`src/rtl/regfile_mp.sv`:
```
// Multi-port register file: forwarding reads, per-register busy scoreboard, post-reset clear FSM.
// Optional commit trace output enabled by defining REGFILE_MP_COMMIT_TRACE_EN.
module regfile_mp #(
    parameter int DATA_W = 32,
    parameter int ADDR_W = 5,
    parameter int NR     = 2,
    parameter int NW     = 2
) (
    input  logic                 clk,
    input  logic                 rst_n,
    input  logic [NR*ADDR_W-1:0] I_raddr,
    output logic [NR*DATA_W-1:0] O_rdata,
    output logic [NR-1:0]        O_rbusy,
    input  logic [NW-1:0]        I_we,
    input  logic [NW*ADDR_W-1:0] I_waddr,
    input  logic [NW*DATA_W-1:0] I_wdata,
    input  logic                 I_iss_valid,
    input  logic [ADDR_W-1:0]    I_iss_rd,
    input  logic                 I_flush,
    output logic                 O_ready,
    output logic [NW-1:0]        O_trc_valid,
    output logic [NW*ADDR_W-1:0] O_trc_addr,
    output logic [NW*DATA_W-1:0] O_trc_data
);

    localparam int REG_NUM = 2 ** ADDR_W;
    localparam logic [ADDR_W-1:0] CNT_FIRST = ADDR_W'(1);
    localparam logic [ADDR_W-1:0] CNT_LAST  = '1;

    typedef enum logic {
        ST_INIT,
        ST_READY
    } state_t;

    state_t              state_q;
    logic [ADDR_W-1:0]   cnt_q;
    logic                ready_q;
    logic [REG_NUM-1:0]  busy_q;
    logic [REG_NUM-1:0]  busy_d;
    logic [DATA_W-1:0]   regs_q [REG_NUM];

    logic [ADDR_W-1:0]   waddr_w [NW];
    logic [DATA_W-1:0]   wdata_w [NW];
    logic [ADDR_W-1:0]   raddr_w [NR];
    logic [NW-1:0]       wr_ok;
    logic                run;

    assign run = (state_q == ST_READY);

    genvar gi;
    generate
        for (gi = 0; gi < NW; gi++) begin : g_wport
            assign waddr_w[gi] = I_waddr[gi*ADDR_W +: ADDR_W];
            assign wdata_w[gi] = I_wdata[gi*DATA_W +: DATA_W];
            // A write only counts once the file is cleared and never targets x0.
            assign wr_ok[gi]   = run && I_we[gi] && (waddr_w[gi] != '0);
        end
        for (gi = 0; gi < NR; gi++) begin : g_raddr
            assign raddr_w[gi] = I_raddr[gi*ADDR_W +: ADDR_W];
        end
    endgenerate

    // Clear sequencer: walks x1..x(REG_NUM-1), then holds READY until reset.
    always_ff @(posedge clk or negedge rst_n) begin
        if (!rst_n) begin
            state_q <= ST_INIT;
            cnt_q   <= CNT_FIRST;
            ready_q <= 1'b0;
        end else begin
            case (state_q)
                ST_INIT: begin
                    cnt_q <= cnt_q + ADDR_W'(1);
                    if (cnt_q == CNT_LAST) begin
                        state_q <= ST_READY;
                        ready_q <= 1'b1;
                    end
                end
                default: begin
                    state_q <= ST_READY;
                    ready_q <= 1'b1;
                end
            endcase
        end
    end

    assign O_ready = ready_q;

    // Storage has no reset so it can map onto RAM; later ports overwrite earlier ones.
    always_ff @(posedge clk) begin
        if (state_q == ST_INIT) begin
            regs_q[cnt_q] <= '0;
        end else begin
            for (int j = 0; j < NW; j++) begin
                if (wr_ok[j]) begin
                    regs_q[waddr_w[j]] <= wdata_w[j];
                end
            end
        end
    end

    generate
        for (gi = 0; gi < NR; gi++) begin : g_rport
            logic              fwd_hit;
            logic [DATA_W-1:0] fwd_data;
            logic [DATA_W-1:0] rd_val;

            always_comb begin
                fwd_hit  = 1'b0;
                fwd_data = '0;
                for (int j = 0; j < NW; j++) begin
                    if (wr_ok[j] && (waddr_w[j] == raddr_w[gi])) begin
                        fwd_hit  = 1'b1;
                        fwd_data = wdata_w[j];
                    end
                end
            end

            always_comb begin
                rd_val = '0;
                if (run && (raddr_w[gi] != '0)) begin
                    rd_val = fwd_hit ? fwd_data : regs_q[raddr_w[gi]];
                end
            end

            assign O_rdata[gi*DATA_W +: DATA_W] = rd_val;
            // Forwarded data is already current, so a same-cycle writeback hides busy.
            assign O_rbusy[gi] = run && busy_q[raddr_w[gi]] && !fwd_hit &&
                                 (raddr_w[gi] != '0);
        end
    endgenerate

    assign busy_d[0] = 1'b0;

    generate
        for (gi = 1; gi < REG_NUM; gi++) begin : g_busy
            logic sb_set;
            logic sb_clr;

            assign sb_set = I_iss_valid && (I_iss_rd == ADDR_W'(gi));

            always_comb begin
                sb_clr = 1'b0;
                for (int j = 0; j < NW; j++) begin
                    if (I_we[j] && (waddr_w[j] == ADDR_W'(gi))) begin
                        sb_clr = 1'b1;
                    end
                end
            end

            // A new producer issued alongside a writeback keeps the register busy.
            assign busy_d[gi] = I_flush ? 1'b0 : (sb_set | (busy_q[gi] & ~sb_clr));
        end
    endgenerate

    always_ff @(posedge clk or negedge rst_n) begin
        if (!rst_n) begin
            busy_q <= '0;
        end else if (run) begin
            busy_q <= busy_d;
        end
    end

`ifdef REGFILE_MP_COMMIT_TRACE_EN
    logic [NW-1:0]        acc_w;
    logic [NW-1:0]        trc_valid_q;
    logic [NW*ADDR_W-1:0] trc_addr_q;
    logic [NW*DATA_W-1:0] trc_data_q;

    generate
        for (gi = 0; gi < NW; gi++) begin : g_trc_acc
            logic acc;

            always_comb begin
                acc = wr_ok[gi];
                for (int jj = gi + 1; jj < NW; jj++) begin
                    if (wr_ok[jj] && (waddr_w[jj] == waddr_w[gi])) begin
                        acc = 1'b0;
                    end
                end
            end

            assign acc_w[gi] = acc;
        end
    endgenerate

    always_ff @(posedge clk or negedge rst_n) begin
        if (!rst_n) begin
            trc_valid_q <= '0;
            trc_addr_q  <= '0;
            trc_data_q  <= '0;
        end else begin
            trc_valid_q <= acc_w;
            for (int j = 0; j < NW; j++) begin
                trc_addr_q[j*ADDR_W +: ADDR_W] <= acc_w[j] ? waddr_w[j] : '0;
                trc_data_q[j*DATA_W +: DATA_W] <= acc_w[j] ? wdata_w[j] : '0;
            end
        end
    end

    assign O_trc_valid = trc_valid_q;
    assign O_trc_addr  = trc_addr_q;
    assign O_trc_data  = trc_data_q;
`else
    assign O_trc_valid = '0;
    assign O_trc_addr  = '0;
    assign O_trc_data  = '0;
`endif

endmodule
```
`config.mk`:
```
export PLATFORM = sky130hd
export DESIGN_NAME = regfile_mp
export DESIGN_NICKNAME = d
export VERILOG_FILES = /design/src/rtl/regfile_mp.sv
export SDC_FILE = /design/constraint.sdc
export NUM_CORES = 2
export LEC_CHECK = 0
export BUFFER_PORTS_ARGS = -buffer_cell sky130_fd_sc_hd__clkbuf_2
export CAP_MARGIN = 20
export CORE_MARGIN = 1
export CORE_UTILIZATION = 55
export CTS_CLUSTER_DIAMETER = 40
export CTS_CLUSTER_SIZE = 20
export DETAILED_ROUTE_END_ITERATION = 8
export PLACE_DENSITY = 0.69
export SETUP_SLACK_MARGIN = 0.2
export SLEW_MARGIN = 20
export SYNTH_ARGS = -nofsm -noshare
export SYNTH_HDL_FRONTEND = slang
export SYNTH_SLANG_ARGS = --single-unit
```
`constraint.sdc`:
```
create_clock -name clk -period 9.75 [get_ports clk]
set_clock_uncertainty 0.1 [all_clocks]
set_input_delay 2.4375 -clock clk [delete_from_list [all_inputs] [get_ports clk]]
set_output_delay 2.4375 -clock clk [all_outputs]
set_load 0.01 [all_outputs]
```
[Word level (Yosys, flattened, before mapping)]
Memories as Yosys holds them, arrays and structs flattened.
Index checks and enable logic that the tools add are counted.
Operators by class
  bitwise gates (word level): 93
  reductions and logical operators: 117
  order comparisons: 2
  equal/unequal tests: 98
  $add $sub $neg: 1
  muxes and demuxes: 123
Operator list (count)
  two-way mux 32 bit: 9
  equality test 5 bit, second input constant: 49
  equality test 5 x 4 -> 1 bit, second input constant: 24
  two-way mux 1 bit: 111
  logical AND 1 bit: 109
  equality test 5 x 3 -> 1 bit, second input constant: 12
  OR reduction 32 bit: 1
  AND 1 bit: 31
  NOT 1 bit: 31
  OR 1 bit: 31
  equality test 5 x 2 -> 1 bit, second input constant: 6
  equality test 5 bit: 4
  nonzero test 5 bit: 4
  equality test 5 x 1 -> 1 bit, second input constant: 3
  less-than comparator 5 x 6 -> 1 bit, second input constant: 2
  binary-select mux 1 bit (select 5 bit): 2
  adder 5 x 1 -> 5 bit, second input constant: 1
  two-way mux 5 bit: 1
  logical NOT 1 bit: 2
  nonzero test 2 bit: 1
Storage, ports and cells
  input bits: 95
  memories kept: 1
  register bits after elaboration: 38
  bits in writable memories: 1024
  logic and storage cells: 439
  output and inout bits: 143
Memories
  regs_q: depth 32, width 32, rd ports 2, clocked after memory_dff 0, wr ports 2, RTL line 40  | logic [DATA_W-1:0] regs_q [REG_NUM];

[Depth between registers and ports, before layout]
  word-level depth: 8
  depth in mapped cells: 10
  gate-level depth less buffers: 5

[Worst setup path before layout]
No wires, ideal clock.
  path kind: input-to-output
  start point: input I_raddr[0]
  end point: output O_rdata[0]
  path buffers: 3
  arrival time: 4320 ps
  cell stages on the path: 8
  data required time: 7213 ps
  setup slack: 2893 ps
  path through: buf_2 clkbuf_1 buf_2 mux4_2 a22oi_1 nand2_1 nor4_1 o21ai_0
On the way
  cells in the longest elaborated chain, start to end: 6
  elaborated cells between the ends (all ways): 13
  classes of those cells: eq/ne: 2; mux: 6; reduce/logical: 4; memory: 1
RTL lines
  start, declared: RTL line 11  | input logic [NR*ADDR_W-1:0] I_raddr,
  branches (longest 5 deep; another with memory read (32 x 32 bit))
  two-way mux 32 bit (*): RTL line 120  | if (run && (raddr_w[gi] != '0)) begin
  end, declared: RTL line 12  | output logic [NR*DATA_W-1:0] O_rdata,
Every way passes the cells marked *.

[Worst setup path in the final report]
  start point: input I_we[0]
  end point: output O_rdata[36]
On the way
  cells in the longest elaborated chain, start to end: 7
  elaborated cells between the ends (all ways): 9
  classes of those cells: mux: 6; reduce/logical: 3
RTL lines
  start, declared: RTL line 14  | input logic [NW-1:0] I_we,
  logical AND 1 bit (*) (2 in series): RTL line 56  | assign wr_ok[gi] = run && I_we[gi] && (waddr_w[gi] != '0);
  logical AND 1 bit (*): RTL line 111  | if (wr_ok[j] && (waddr_w[j] == raddr_w[gi])) begin
  two-way mux 32 bit or two-way mux 1 bit (tied branches) (2 in series): RTL line 111
  two-way mux 32 bit (*): RTL line 121  | rd_val = fwd_hit ? fwd_data : regs_q[raddr_w[gi]];
  two-way mux 32 bit (*): RTL line 120
Mark *: on every way between the ends. The rest lies on a longest branch, timed or not.

==> metrics.yaml <==
run_status:
  outcome: "completed"
power_and_ir_drop:
  leakagePower_nw: 24.3
  p_per_area_nw_per_um2: 169
  finalPower_mw: 11.8
  ir_drop_uv: 128
routing:
  wl_met1_um: 76800
  totalWireLength_um: 225000
  drc_errors: 0
  route.antenna.remaining_nets: 0
  wl_per_cell_um: 31.8
  top_layer_used: "met5"
  wl_met3_um: 30500
  drtIter0Drc: 8700
  dr.pass1.iters: 6
  wl_met2_um: 100000
  via_per_inst: 7.17
  vias: 50800
worst_setup_path:
  crit_required_ns: 7.21
  regToRegStartpoint: "run$_DFF_PN0_"
  startpoint: "I_we[0]"
  path_class: "primary input to output port"
  reg2reg_to: "regs_q[30][16]$_DFFE_PP_"
  reg2reg_setup_slack_ns: 5.39
  worstPathMaxFanout: 18
  r2r_cells: 7
  cp-start-kind: "primary input"
  arrival_ns: 5.93
  endpoint_kind: "output port"
clock_network:
  clockBufferDepth: 3
  clk_pin_slew_worst_paths_ns: 0.05
  cts_tree: "yes"
  cts_resized: 0
  ctsHoldBuffers: 0
  worstSkewPairLatency_ns: 0.75
  htree_levels: 4
  root_buffer: "clkbuf_16"
  clock-sinks: 1062
  post_cts.repair.setup_buffers: 0
  cts_buffers: 146
min_path:
  worstHoldStart: "O_ready$_DFFE_PN0P_"
  hold_end: "O_ready$_DFFE_PN0P_"
  hold_depth: 1
  hp-class: "register to register"
sta:
  fmax_mhz: 118
  rsz0062_at_grt: "false"
  worst_slew_pin_slew_ns: 1.26
  finalSetupViolCount: 0
  maxSlewHeadroom_pct: 15.0
  hold_viol_final: 0
  tns_ns: 0
  fin_crit_ns: 8.47
  fin_hold_ws_ns: 0.376
  period_share_pct: 86.9
  worst_slack_ns: 1.28
  maxSlewViolCount: 0
floorplan:
  row_count: 124
  start_util_pct: 55.4
  core_area_um2: 114000
  ioPinCount: 238
  die_h_um: 341
  die_area_um2: 116000
  chipWidth_um: 341
grt:
  grt-ovfl-total: 0
  grt_pass1_vias: 48500
  grt_pass1_wl_um: 323000
  antenna_found_initial: 5
  grtUsageTotal_pct: 38.3
  grt_max_degree: 141
placement:
  post-place-ws_ns: 1.63
  dp_hpwl_um: 123000
  place.gp.congestion: 0.894
  io_buffers: 161
  dp.cells: 6812
  dpl_cell_area_um2: 64700
finish:
  nets: 5545
  nFillCells: 8955
  synthToLayoutAreaGrowth_pct: 10.3
  final_util_pct: 61.1
  layoutNonFillerInstCount: 7081
  final_area_um2: 69700
  drive_gt1_share_pct: 23.1
  final_cell_mix: "nand2_1, o21ai_0, edfxtp_1, mux4_2, mux2_2"
  final_common_cell: "nand2_1"
run:
  cap_violations: 0
logic_synthesis:
  synth_cell_types: 64
  ys_ff_latch: 1062
  synth_edf_count: 1024
  netlist_area_um2: 63200
  ys.flop_type: "edfxtp_1"
  synth.avg_cell_area_um2: 11.1
  synth_warnings: 0
  seq_area_frac_synth_pct: 50.2
  synthArstFlopShare_pct: 3.58
  syn-instance-count: 5717
-- worst max-delay path, stage by stage --
cell	delay (ns)
clkbuf_2	0.15
and2_1	0.40
o31a_2	0.79
nand3_2	0.93
buf_4	0.56
o211ai_1	0.24
o221a_2	0.27
clkbuf_2	0.13
-- kinds of logic (layout without fill, tap and decap cells) --
kind of cell	after synthesis	after routing	synth area share, %
simple gates	1459	1459	9.49
fa+ha+maj	2	2	0.0396
flops	1062	1062	50.2
other cells	1	77	0.00593
compound gates	1567	1567	14.4
xor+xnor	23	23	0.319
mux	795	795	20.0
buf+inv	808	584	5.61
-- how the worst max path moves through the flow --
stage / cells past startpoint / slack (ns) / end
final: 8 / 1.28 / O_rdata[36]
after global routing: 8 / 1.28 / O_rdata[35]
after CTS: 8 / 1.62 / O_rdata[34]
after detailed placement: 8 / 1.63 / O_rdata[34]
after global placement: 8 / 1.64 / O_rdata[34]
after floorplan: 8 / 2.89 / O_rdata[0]
-- synth_stat cells, types with 30 or more instances --
| cell | count | area, um^2 |
|---|---|---|
| nand2_1 | 1154 | 4330 |
| o21ai_0 | 1031 | 5160 |
| edfxtp_1 | 1024 | 30700 |
| clkbuf_1 | 500 | 1880 |
| mux4_2 | 346 | 7790 |
| mux2_2 | 283 | 3190 |
| o22ai_1 | 186 | 1160 |
| mux2i_1 | 166 | 1660 |
| a22oi_1 | 153 | 1150 |
| buf_2 | 114 | 571 |
| buf_4 | 78 | 586 |
| nand3_1 | 77 | 385 |
| nor3_1 | 64 | 320 |
| o211ai_1 | 62 | 465 |
| nor2_1 | 52 | 195 |
| buf_1 | 51 | 191 |
| dfrtp_1 | 37 | 926 |
| nor4_1 | 34 | 213 |
| inv_1 | 32 | 120 |
| a211o_1 | 30 | 263 |
| o221a_2 | 30 | 338 |
-- final cells by class --
| type | count | area [um^2] | share of cell area [%] |
|---|---|---|---|
| inverters | 32 | 120 | 0.172 |
| diodes | 1 | 2.50 | 0.00359 |
| clock buffers | 170 | 3850 | 5.52 |
| flip-flops and latches | 1062 | 31700 | 45.5 |
| clock inverters | 98 | 1190 | 1.70 |
| multi-input cells | 3922 | 29100 | 41.7 |
| well taps | 1512 | 1890 | 2.71 |
| repair buffers | 284 | 1920 | 2.75 |
-- layer usage --
| layer | track usage (%) | up-vias |
|---|---|---|
| met2 | 58.4 | 4308 |
| met1 | 49.1 | 24600 |
| li1 | - | 20900 |
| met5 | 0 | - |
| met3 | 8.55 | 977 |
| met4 | 26.0 | 4 |
-- where the power goes --
group,total [mW],switching [mW],leakage (nW),internal [mW]
sequential,5.05,0.00616,11.2,5.04
combinational,1.21,0.806,10.7,0.406
clock,5.55,2.14,2.42,3.41
total,11.8,2.95,24.3,8.86
-- flip-flops by register name (all words and copies together) (netlist names) --
register,count
run,1
cnt_q,5
busy_q,31
regs_q,1024
O_ready,1
(Power assumes the default switching activity.)
